$ cat config.mk
export PLATFORM = sky130hd
export DESIGN_NAME = fetch_unit
export DESIGN_NICKNAME = d
export VERILOG_FILES = /design/src/rtl/cpu_pkg.sv /design/src/rtl/fetch_fifo.sv /design/src/rtl/fetch_unit.sv
export SDC_FILE = /design/constraint.sdc
export NUM_CORES = 1
export LEC_CHECK = 0
export ABC_AREA = 0
export CORE_MARGIN = 2
export CORE_UTILIZATION = 30
export DETAILED_ROUTE_END_ITERATION = 10
export PLACE_DENSITY = 0.59
export SLEW_MARGIN = 20
export SYNTH_ARGS = -nofsm -noshare
export SYNTH_HDL_FRONTEND = slang
export SYNTH_HIERARCHICAL = 1
export SYNTH_SLANG_ARGS = --single-unit
$ cat constraint.sdc
create_clock -name clock -period 26.8 [get_ports clock]
set_clock_uncertainty 0.05 [all_clocks]
set_input_delay 5.36 -clock clock [delete_from_list [all_inputs] [get_ports clock]]
set_output_delay 5.36 -clock clock [all_outputs]
set_load 0.1 [all_outputs]
$ cat src/rtl/cpu_pkg.sv
// cpu_pkg: shared CPU constants, fetch state encoding and fetch buffer entry type
package cpu_pkg;
    localparam int CPU_XLEN = 32;
    localparam logic [CPU_XLEN-1:0] CPU_RESET_PC = 32'h0000_0000;
    typedef enum logic [1:0] {
        FETCH_IDLE = 2'd0,
        FETCH_WAIT = 2'd1,
        FETCH_DROP = 2'd2
    } fetch_state_e;
    typedef struct packed {
        logic [CPU_XLEN-1:0] pc;
        logic [CPU_XLEN-1:0] instr;
    } fetch_entry_t;
endpackage

$ cat src/rtl/fetch_fifo.sv
// fetch_fifo: synchronous FIFO with clear; head is read straight from storage registers
// Ports: clock/reset, clear (drop all entries), push+din, pop, head (oldest entry),
//        count, full, empty.
module fetch_fifo #(
    parameter int DEPTH = 2,
    parameter int W = 64
) (
    input  logic                    clock,
    input  logic                    reset,
    input  logic                    clear,
    input  logic                    push,
    input  logic                    pop,
    input  logic [W-1:0]            din,
    output logic [W-1:0]            head,
    output logic [$clog2(DEPTH):0]  count,
    output logic                    full,
    output logic                    empty
);
    localparam int AW = $clog2(DEPTH);
    logic [W-1:0] mem_q [DEPTH];
    logic [AW-1:0] rd_q, wr_q;
    logic [AW:0] cnt_q;
    always_ff @(posedge clock) begin
        if (reset || clear) begin
            rd_q <= '0;
            wr_q <= '0;
            cnt_q <= '0;
        end else begin
            if (push) begin
                mem_q[wr_q] <= din;
                wr_q <= wr_q + 1'b1;
            end
            if (pop) rd_q <= rd_q + 1'b1;
            cnt_q <= cnt_q + {{AW{1'b0}}, push} - {{AW{1'b0}}, pop};
        end
    end
    assign head = mem_q[rd_q];
    assign count = cnt_q;
    assign full = cnt_q == (AW+1)'(DEPTH);
    assign empty = cnt_q == '0;
endmodule

$ cat src/rtl/fetch_unit.sv
// fetch_unit: instruction fetch stage owning the PC, one outstanding imem request, buffered output to decode
// Ports: clock/reset; ctrl_fetch+new_pc redirect and flush from the jump unit;
//        imem_req/imem_addr request, imem_valid/imem_rdata response;
//        out_valid/out_ready handshake with out_instr/out_pc toward decode.
module fetch_unit import cpu_pkg::*; #(
    parameter int XLEN = CPU_XLEN,
    parameter logic [XLEN-1:0] RESET_PC = CPU_RESET_PC,
    parameter int FIFO_DEPTH = 2,
    parameter int PC_STEP = 4
) (
    input  logic            clock,
    input  logic            reset,
    input  logic            ctrl_fetch,
    input  logic [XLEN-1:0] new_pc,
    input  logic            flush,
    output logic            imem_req,
    output logic [XLEN-1:0] imem_addr,
    input  logic            imem_valid,
    input  logic [XLEN-1:0] imem_rdata,
    output logic            out_valid,
    input  logic            out_ready,
    output logic [XLEN-1:0] out_instr,
    output logic [XLEN-1:0] out_pc
);
    fetch_state_e state_q, state_d;
    logic [XLEN-1:0] pc_q, pc_d, req_pc_q, req_pc_d;
    fetch_entry_t head_e, last_q, push_e;
    logic [$clog2(FIFO_DEPTH):0] cnt;
    logic full, empty, redirect, issue, push, pop;
    assign redirect = ctrl_fetch || flush;
    // The in-flight request holds a reserved slot, so its response always fits.
    assign issue = !reset && state_q == FETCH_IDLE && !redirect && !full
                   && (int'(cnt) + int'(state_q != FETCH_IDLE) < FIFO_DEPTH);
    assign push = state_q == FETCH_WAIT && imem_valid && !redirect;
    assign pop = !empty && out_ready && !redirect;
    assign push_e = '{pc: req_pc_q, instr: imem_rdata};
    fetch_fifo #(.DEPTH(FIFO_DEPTH), .W($bits(fetch_entry_t))) u_fifo (
        .clock(clock),
        .reset(reset),
        .clear(redirect),
        .push(push),
        .pop(pop),
        .din(push_e),
        .head(head_e),
        .count(cnt),
        .full(full),
        .empty(empty)
    );
    always_ff @(posedge clock) begin
        if (reset) begin
            state_q <= FETCH_IDLE;
            pc_q <= RESET_PC;
            req_pc_q <= '0;
            last_q <= '0;
        end else begin
            state_q <= state_d;
            pc_q <= pc_d;
            req_pc_q <= req_pc_d;
            last_q <= empty ? last_q : head_e;
        end
    end
    always_comb begin
        state_d = state_q;
        unique case (state_q)
            FETCH_IDLE: state_d = issue ? FETCH_WAIT : FETCH_IDLE;
            FETCH_WAIT: state_d = imem_valid ? FETCH_IDLE : redirect ? FETCH_DROP : FETCH_WAIT;
            FETCH_DROP: state_d = imem_valid ? FETCH_IDLE : FETCH_DROP;
            default:    state_d = FETCH_IDLE;
        endcase
    end
    // A flush rewinds to the oldest instruction not yet handed to decode.
    always_comb begin
        pc_d = ctrl_fetch ? {new_pc[XLEN-1:2], 2'b00}
             : flush ? (!empty ? head_e.pc : state_q == FETCH_WAIT ? req_pc_q : pc_q)
             : issue ? pc_q + XLEN'(PC_STEP) : pc_q;
        req_pc_d = issue ? pc_q : req_pc_q;
    end
    always_comb begin
        imem_req = issue;
        imem_addr = issue ? pc_q : '0;
    end
    // When empty, decode keeps seeing the last head that was presented.
    assign out_valid = !empty;
    assign out_pc = empty ? last_q.pc : head_e.pc;
    assign out_instr = empty ? last_q.instr : head_e.instr;
endmodule

==> results of run 1 <==
[area by class of cell]
type	count	area share, %
diodes	1	0.0170
clock inverters	16	1.54
multi-input cells	661	30.5
flip-flops and latches	263	44.5
inverters	46	1.17
clock buffers	40	5.85
well taps	518	4.40
repair buffers	180	12.1
[cells in the mapped netlist, drive strengths merged, types with 19 or more instances]
| cell | number | area [um2] |
|---|---|---|
| buf | 19 | 193 |
| nand2 | 170 | 638 |
| edfxtp | 128 | 3840 |
| nor3 | 20 | 100 |
| clkbuf | 49 | 228 |
| mux2 | 101 | 1360 |
| inv | 45 | 169 |
| nor2 | 20 | 75.1 |
| dfxtp | 135 | 2700 |
| and2 | 59 | 369 |
| nand3 | 34 | 180 |
| a21oi | 77 | 389 |
[per-layer routing]
layer / vias up / wire length, um / part of all wire [%]
met3: 48 / 2030 / 6.6
met1: 3937 / 13500 / 44
li1: 3987 / - / -
met4: 2 / 590 / 1.9
met5: - / 16 / 0.052
met2: 234 / 14700 / 48
[state kept, by name (all words and copies together), names as in the netlist, named ones only]
name and cells:
u_fifo/mem_q 128, u_fifo/count 2, last_q 64, req_pc_q 32, pc_q 30, u_fifo/wr_q 1
state_q 2, u_fifo/rd_q 1
[cells in the final DEF (no fill, tap or decap), drive strengths merged, types with 14 or more instances in the layout]
cell and instances:
a31oi 14, mux2 101, and2 59, nor2b 15, clkdlybuf4s50 163, clkbuf 40, nor2 20, nor3 20
inv 47, o21ai 18, nand2 170, dfxtp 135, edfxtp 128, a21oi 77, nand3 34, buf 17
[where the power goes]
| part | switching (mW) | internal (mW) | total (mW) | leakage, nW |
|---|---|---|---|---|
| Clock | 0.170 | 0.274 | 0.444 | 0.524 |
| Combinational | 0.0303 | 0.0198 | 0.0501 | 2.82 |
| Sequential | 0.00672 | 0.424 | 0.431 | 2.32 |
| Total | 0.207 | 0.718 | 0.925 | 5.67 |
[per-stage QoR]
stage          hold slack (ns)  instance area, um2  setup slack (ns)
6_report                 0.421               14700             12.41
3_5_place_dp             0.414               13600             12.40
3_3_place_gp             0.404               13600             12.44
5_1_grt                  0.441               14700             12.26
2_1_floorplan            0.390               11600             13.16
4_1_cts                  0.420               14700             12.40
[cells by family (layout without fill, tap and decap cells)]
logic type / after synthesis / after routing
and+or+nand+nor: 353 / 353
DFF: 263 / 263
AOI/OAI and AO/OA: 186 / 186
buffers and inverters: 115 / 282
muxes: 108 / 108
xor gates and xnor gates: 11 / 11
adders and majority gates: 3 / 3
other: 0 / 1
[worst paths after layout]
| check | end | slack, ns | cells after the start |
|---|---|---|---|
| hold / removal | last_q[59]$_SDFFE_PP0N_ | 0.42 | 2 |
| hold reg to reg | last_q[59]$_SDFFE_PP0N_ | 0.42 | 2 |
| setup / recovery | imem_addr[18] | 12.41 | 8 |
| setup reg to reg | pc_q[11]$_SDFFE_PP0P_ | 23.58 | 7 |
[tightest hold or removal path: stages, from the launching register on]
cell,delay (ns)
dfxtp_1,0.30
nand2_1,0.07
a21oi_1,0.06
==> qor.csv, run 1 <==
metric,value,unit
outcome,"complete, no violations",
path_delay_family,buffers and inverters,
rows,72,
crit_buf_inv,5,
synth_cells,1039,
initial_core_util,30.2,%
tritoncts.num_buffers,30,
syn_nets,1112,
dpl.hpwl,19300,um
totalPowerFinal,0.925,mW
postRouteAntennaNets,0,
die_x,201,um
synth-xor-area-share,0.948,%
cts_hold_buf,0,
fill_cells,3780,
vias_per_cell,4.76,
cts_tree,built,
gp_congestion,0.757,
syn2layout_area_growth,26.7,%
use_met3,3.59,%
slew_viol_final,0,
synthSimpleGateAreaFrac,14.6,%
crit_chain,clkdlybuf4s50_1 -> buf_4 -> or2_2 -> or3_1 -> inv_2 -> nand2_1 -> inv_1 -> clkdlybuf4s50_1,
syn_area,0.0116,mm2
drt_pass1_iterations,5,
die_y,201,um
ff_latch_area,0.00655,mm2
grt_max_degree,65,
utilization,38.3,%
ir_worst_vdd,0.0394,mV
fin_crit,14.39,ns
clk_path_buf_depth,3,
vias,8208,
p_leak,5.67,nW
holdCritStartpoint,last_q[59]$_SDFFE_PP0N_,
synth_ff_type,dfxtp_1,
fin_tns_setup,0,ns
place_inst,1667,
cts_resized,0,
drive_gt1_share,15.3,%
synth-seq-cells,263,
synth_fa_ha_area_share,0.323,%
synth_warnings,6,
fin_crit_sh,53.7,%
critPathMostFrequentCell,clkdlybuf4s50_1,
top_usage_layer,met2,
stdcell_count,1725,
critical_path_arrival,8.98,ns
drt_iter0_markers,486,
use_met2,25.5,%
synthMuxAreaShare,12.3,%
grt_overflow,0,
antenna_found_initial,2,
multi_input_area,0.00448,mm2
wl,30800,um
cts.clk_slew.worst_paths,0.06,ns
port_buffers,165,
crit_path_max_incr_delay,1.15,ns
grt_pass1_wl,47100,um
crit_type,in2out,
ys_types,69,
syn_area_per_cell,11.2,um2
synth-edff-count,128,
fp.dieArea,0.0403,mm2
crit_path_top_delay_cell,clkdlybuf4s50_1,
routedWlPerCell,17.9,um
finalSetupViolCount,0,
r2r-start,u_fifo/count[1]$_SDFF_PP0_,
synth_top_family_by_area,simple AND/OR/NAND/NOR gates,
rsz0062_at_grt,false,
hold_violations,0,
synth_compound_area_share,10.2,%
cp_data_required_time,21.39,ns
cts_sinks,263,
grt_pass1_vias,8177,
hold_path_class,reg2reg,
core,0.0385,mm2
post_cts_buffers,0,
yosysSeqAreaShare,56.4,%
drc,0,
clock-root-buffer,clkbuf_16,
cp-end-kind,output pin,
path_max_fanout,40,
startpoint,ctrl_fetch,
max_freq,0.0695,GHz
nNetsFinal,1255,
grt.total_usage,14.9,%
ios,168,
critPathLaunchType,primary input,
async_flop_share,0,%
maxCapViolCount,0,
relSlewSlack,25.9,%
clock_latency,0.57,ns
met1_usage,18.7,%
tightestPinTransition,1.11,ns
power_per_cell_area,62.8,mW/mm2
h-tree-depth,1,
(Power assumes the default switching activity.)
==> run 2: changes to the inputs <==
==> constraint.sdc (replaced) <==
create_clock -name clock -period 13.5 [get_ports clock]
set_clock_uncertainty 0.05 [all_clocks]
set_input_delay 2.7 -clock clock [delete_from_list [all_inputs] [get_ports clock]]
set_output_delay 2.7 -clock clock [all_outputs]
set_load 0.1 [all_outputs]
==> qor.csv, run 2 (same netlist as run 1, synthesis figures left out) <==
metric,value,unit,change
crit_chain,clkdlybuf4s50_1 -> buf_4 -> or2_2 -> or3_1 -> inv_2 -> nand2_1 -> inv_1 -> clkdlybuf4s50_1,,
nNetsFinal,1255,,unchanged
cts.clk_slew.worst_paths,0.06,ns,about the same
grt.total_usage,14.9,%,about the same
max_flop_register,u_fifo/mem_q,,
vias,8200,,-0.097%
antenna_found_initial,3,,+1
top_regs,"u_fifo/mem_q (128), last_q (64), req_pc_q (32)",,
dpl.hpwl,19400,um,+0.19%
fill_cells,3791,,+0.29%
final_cell_mix,"nand2_1 (170), clkdlybuf4s50_1 (163), dfxtp_1 (134)",,
wl,30600,um,-0.73%
largest_reg_flops,128,,unchanged
clock_latency,0.59,ns,+0.02 ns
ir_worst_vdd,0.0701,mV,+78%
routedWlPerCell,17.7,um,-0.79%
core,0.0385,mm2,unchanged
cts_hold_buf,0,,unchanged
drt_iter0_markers,452,,-7.0%
fp.dieArea,0.0403,mm2,unchanged
drc,0,,unchanged
fin_crit_sh,67.0,%,
multi_input_area,0.00448,mm2,unchanged
clock-root-buffer,clkbuf_16,,
grt_max_degree,65,,unchanged
critPathMostFrequentCell,clkdlybuf4s50_1,,
critical_path_arrival,6.29,ns,-2.69 ns
cp-end-kind,output pin,,
stdcell_area,0.0146,mm2,-0.57%
fin_crit,9.04,ns,
hold_path_class,reg2reg,,
outcome,"complete, no violations",,
clk_path_buf_depth,3,,unchanged
h-tree-depth,1,,unchanged
cts_resized,0,,unchanged
fin_tns_setup,0,ns,unchanged
finalSetupViolCount,0,,unchanged
critPathLaunchType,primary input,,
postRouteAntennaNets,0,,unchanged
initial_core_util,30.2,%,unchanged
ff_latch_area,0.00655,mm2,unchanged
rsz0062_at_grt,false,,
crit_type,in2out,,
rows,72,,unchanged
syn2layout_area_growth,26.0,%,
tightestPinTransition,1.10,ns,-0.00670 ns
hold_violations,0,,unchanged
drive_gt1_share,15.1,%,-0.26 points
post_cts_buffers,0,,unchanged
cts_tree,built,,
cts_sinks,263,,unchanged
crit_buf_inv,5,,unchanged
vias_per_cell,4.75,,-0.16%
tritoncts.num_buffers,31,,+3.3%
die_x,201,um,unchanged
crit_path_top_delay_cell,clkdlybuf4s50_1,,
drt_pass1_iterations,4,,-1
cp_data_required_time,10.75,ns,-10.64 ns
totalPowerFinal,1.79,mW,+93%
port_buffers,165,,unchanged
path_delay_family,buffers and inverters,,
max_freq,0.111,GHz,
dpl_cell_area,0.0136,mm2,unchanged
power_per_cell_area,122,mW/mm2,+94%
die_y,201,um,unchanged
slew_viol_final,0,,unchanged
path_max_fanout,40,,unchanged
final_common_cell,nand2_1,,
grt_overflow,0,,unchanged
crit_path_max_incr_delay,1.16,ns,about the same
ios,168,,unchanged
p_leak,5.64,nW,-0.47%
relSlewSlack,26.5,%,+0.68 points
maxCapViolCount,0,,unchanged
gp_congestion,0.765,,+1.1%
grt_pass1_vias,8208,,+0.38%
grt_pass1_wl,47000,um,-0.32%
==> run 2: cell count changes in the layout (fill, tap and decap cells not counted) <==
cell        delta
clkbuf_1       +5
bufinv_16      -4
clkinv_2       +4
clkbuf_16      +2
clkinv_4       -2
clkinvlp_4     -2
buf_16         -1
clkinv_1       -1
inv_16         +1
inv_6          -1
==> run 2: stage by stage <==
| step | setup WS, ns | hold slack (ns) | util [%] | instances |
|---|---|---|---|---|
| 6_report | 4.46 | 0.420 | 38.0 | 1726 |
| 3_3_place_gp | 4.49 | 0.403 | 35.4 | 1667 |
| 2_1_floorplan | 2.52 | 0.390 | - | 1039 |
| 5_1_grt | 4.31 | 0.442 | 38.0 | 1725 |
| 3_5_place_dp | 4.47 | 0.414 | 35.4 | 1667 |
| 4_1_cts | 4.47 | 0.422 | 38.0 | 1725 |
==> run 2: area by class of cell <==
| class | count | area share, % |
|---|---|---|
| multi-input cells | 661 | 30.6 |
| repair buffers | 179 | 11.9 |
| diodes | 1 | 0.0171 |
| flip-flops and latches | 263 | 44.8 |
| inverters | 46 | 1.18 |
| clock buffers | 47 | 6.35 |
| well taps | 518 | 4.43 |
| clock inverters | 11 | 0.693 |
==> run 2: metal layers <==
metal / vias up / part of all wire (%) / global-route usage (%)
met1: 3937 / 45 / 18.9
met5: - / 0.052 / 0
li1: 3991 / - / -
met4: 2 / 3.1 / 5.40
met2: 205 / 47 / 24.9
met3: 65 / 5.4 / 3.28
==> run 2: power breakdown <==
group,switching (mW),leakage (nW),internal (mW)
sequential,0.0136,2.32,0.842
combinational,0.0602,2.81,0.0394
clock,0.336,0.508,0.496
==> run 2: final timing paths <==
kind	start	endpoint	slack (ns)	depth (start not counted)
worst max-delay path	ctrl_fetch	imem_addr[14]	4.46	8
worst max register to register	u_fifo/count[1]$_SDFF_PP0_	pc_q[11]$_SDFFE_PP0P_	10.28	7
worst min-delay path	last_q[37]$_SDFFE_PP0N_	last_q[37]$_SDFFE_PP0N_	0.42	2
worst min register to register	last_q[37]$_SDFFE_PP0N_	last_q[37]$_SDFFE_PP0N_	0.42	2
==> run 2: worst reg2reg max path: cells and delay by family (launching register included) <==
| family | cells | cell delay [ns] |
|---|---|---|
| compound gates | 3 | 0.86 |
| buf+inv | 2 | 0.97 |
| flops | 1 | 0.36 |
| simple gates | 2 | 0.92 |
==> run 3: changes to the inputs <==
--- a/config.mk
+++ b/config.mk
@@ -9,7 +9,7 @@
 export CORE_MARGIN = 2
 export CORE_UTILIZATION = 30
 export DETAILED_ROUTE_END_ITERATION = 10
-export PLACE_DENSITY = 0.59
+export PLACE_DENSITY = 0.61
 export SLEW_MARGIN = 20
 export SYNTH_ARGS = -nofsm -noshare
 export SYNTH_HDL_FRONTEND = slang
==> constraint.sdc (replaced) <==
create_clock -name clock -period 8 [get_ports clock]
set_clock_uncertainty 0.05 [all_clocks]
set_input_delay 1.6 -clock clock [delete_from_list [all_inputs] [get_ports clock]]
set_output_delay 1.6 -clock clock [all_outputs]
set_load 0.1 [all_outputs]
==> qor.csv, run 3 (same netlist as run 1, synthesis figures left out) <==
metric,value,unit,change
gp_congestion,0.779,,+1.8%
max_freq,0.173,GHz,
max_flop_register,u_fifo/mem_q,,
top_regs,"u_fifo/mem_q (128), last_q (64), req_pc_q (32)",,
clk_path_buf_depth,3,,unchanged
dpl.hpwl,19500,um,+0.85%
routedWlPerCell,17.9,um,+1.1%
initial_core_util,30.2,%,unchanged
cts_hold_buf,0,,unchanged
grt_pass1_wl,47500,um,+1.0%
vias_per_cell,4.78,,+0.57%
die_x,201,um,unchanged
port_buffers,165,,unchanged
cts_sinks,263,,unchanged
postRouteAntennaNets,0,,unchanged
crit_path_top_delay_cell,inv_2,,
seqPwrFrac,48.2,%,+0.3 points
nNetsFinal,1253,,-0.16%
cts_resized,0,,unchanged
drc,0,,unchanged
fin_crit,5.78,ns,
crit_type,in2out,,
cp_data_required_time,6.35,ns,-4.40 ns
tritoncts.num_buffers,30,,-3.2%
final_common_cell,nand2_1,,
power.share.combinational,5.6,%,about the same
path_max_fanout,35,,-13%
slew_viol_final,0,,unchanged
finalSetupViolCount,0,,unchanged
maxCapViolCount,0,,unchanged
hold_violations,0,,unchanged
grt_pass1_vias,8255,,+0.57%
utilization,37.8,%,-0.25 points
ios,168,,unchanged
clock_latency,0.55,ns,-0.04 ns
die_y,201,um,unchanged
cts.clk_slew.worst_paths,0.06,ns,about the same
stdcell_area,0.0145,mm2,-0.66%
p_int,2.33,mW,+69%
clock-root-buffer,clkbuf_16,,
outcome,"complete, no violations",,
ir_worst_vdd,0.133,mV,+90%
grt_max_degree,80,,+23%
swShare,22.3,%,-0.57 points
stdcell_count,1723,,-0.17%
cp-end-kind,output pin,,
hold_path_class,reg2reg,,
power.share.clock,46.2,%,-0.3 points
rows,72,,unchanged
pre_cts_ws,2.22,ns,-2.24 ns
fin_crit_sh,72.3,%,
core,0.0385,mm2,unchanged
p_leak,5.70,nW,+0.92%
crit_path_max_incr_delay,0.60,ns,-0.56 ns
p_sw,0.669,mW,+64%
drive_gt1_share,17.6,%,+2.5 points
syn2layout_area_growth,25.2,%,
cts_tree,built,,
crit_chain,clkdlybuf4s50_1 -> or2_2 -> or3_1 -> inv_2 -> nand2_1 -> inv_1 -> buf_4,,
relSlewSlack,25.6,%,-0.95 points
fin_tns_setup,0,ns,unchanged
drt_iter0_markers,554,,+23%
crit_buf_inv,4,,-1
critical_path_arrival,4.13,ns,-2.16 ns
antenna_found_initial,2,,-1
dpl_cell_area,0.0135,mm2,-0.51%
grt_overflow,0,,unchanged
vias,8232,,+0.39%
place_inst,1666,,-0.060%
largest_reg_flops,128,,unchanged
critPathLaunchType,primary input,,
setup_slack,2.22,ns,-2.25 ns
drt_pass1_iterations,5,,+1
path_delay_family,buffers and inverters,,
post_cts_buffers,0,,unchanged
tightestPinTransition,1.11,ns,+0.0107 ns
rsz0062_at_grt,false,,
power_per_cell_area,206,mW/mm2,+69%
h-tree-depth,1,,unchanged
fp.dieArea,0.0403,mm2,unchanged
grt.total_usage,14.9,%,+0.029 points
final_cell_mix,"nand2_1 (170), dfxtp_1 (134), clkdlybuf4s50_1 (130)",,
wl,30900,um,+0.93%
[run 3: cell count changes in the layout (fill, tap and decap cells not counted), sizes merged]
cell / change
clkdlybuf4s50: -33
buf: +32
clkbuf: -6
clkinv: +4
bufinv: +2
inv: -2
[run 3: routing by layer]
metal | part of all wire [%] | global-route usage (%) | vias up | routed length [um]
li1 | - | - | 3995 | -
met1 | 44 | 18.8 | 3959 | 13500
met2 | 48 | 25.5 | 235 | 14800
met3 | 6.2 | 3.51 | 41 | 1920
met4 | 2.3 | 4.31 | 2 | 701
met5 | 0.023 | 0 | - | 7
[run 3: worst paths after layout]
kind | cells past startpoint | slack (ns) | start | end
worst max-delay path | 7 | 2.22 | ctrl_fetch | imem_addr[18]
worst min-delay path | 0 | 0.42 | req_pc_q[14]$_SDFFE_PP0N_ | u_fifo/mem_q[0][46]$_DFFE_PP_
worst max register to register | 6 | 5.12 | u_fifo/count[1]$_SDFF_PP0_ | pc_q[9]$_SDFFE_PP0P_
worst min register to register | 0 | 0.42 | req_pc_q[14]$_SDFFE_PP0N_ | u_fifo/mem_q[0][46]$_DFFE_PP_
[run 3: final cells by class]
type,instances,area (um2)
timing repair buffer,178,1670
multi-input combinational,661,4490
antenna,1,2.50
tap,518,648
clock inverter,15,149
inverter,46,173
clock buffer,41,855
fill,3786,23900
sequential,263,6550
[run 3: power by group through the flow]
stage	registers (mW)	logic (mW)	clock network [mW]
global placement	1.47	0.166	0
global route	1.44	0.180	1.49
floorplan	1.46	0.103	0
detailed placement	1.47	0.168	0
finish	1.44	0.168	1.39
CTS	1.44	0.169	1.43
[run 3: per-stage QoR]
stage	total power [mW]	hold WS [ns]
after CTS	3.04	0.423
after global placement	1.64	0.403
after floorplan	1.57	0.390
final	3.00	0.421
after detailed placement	1.64	0.414
after global routing	3.12	0.436
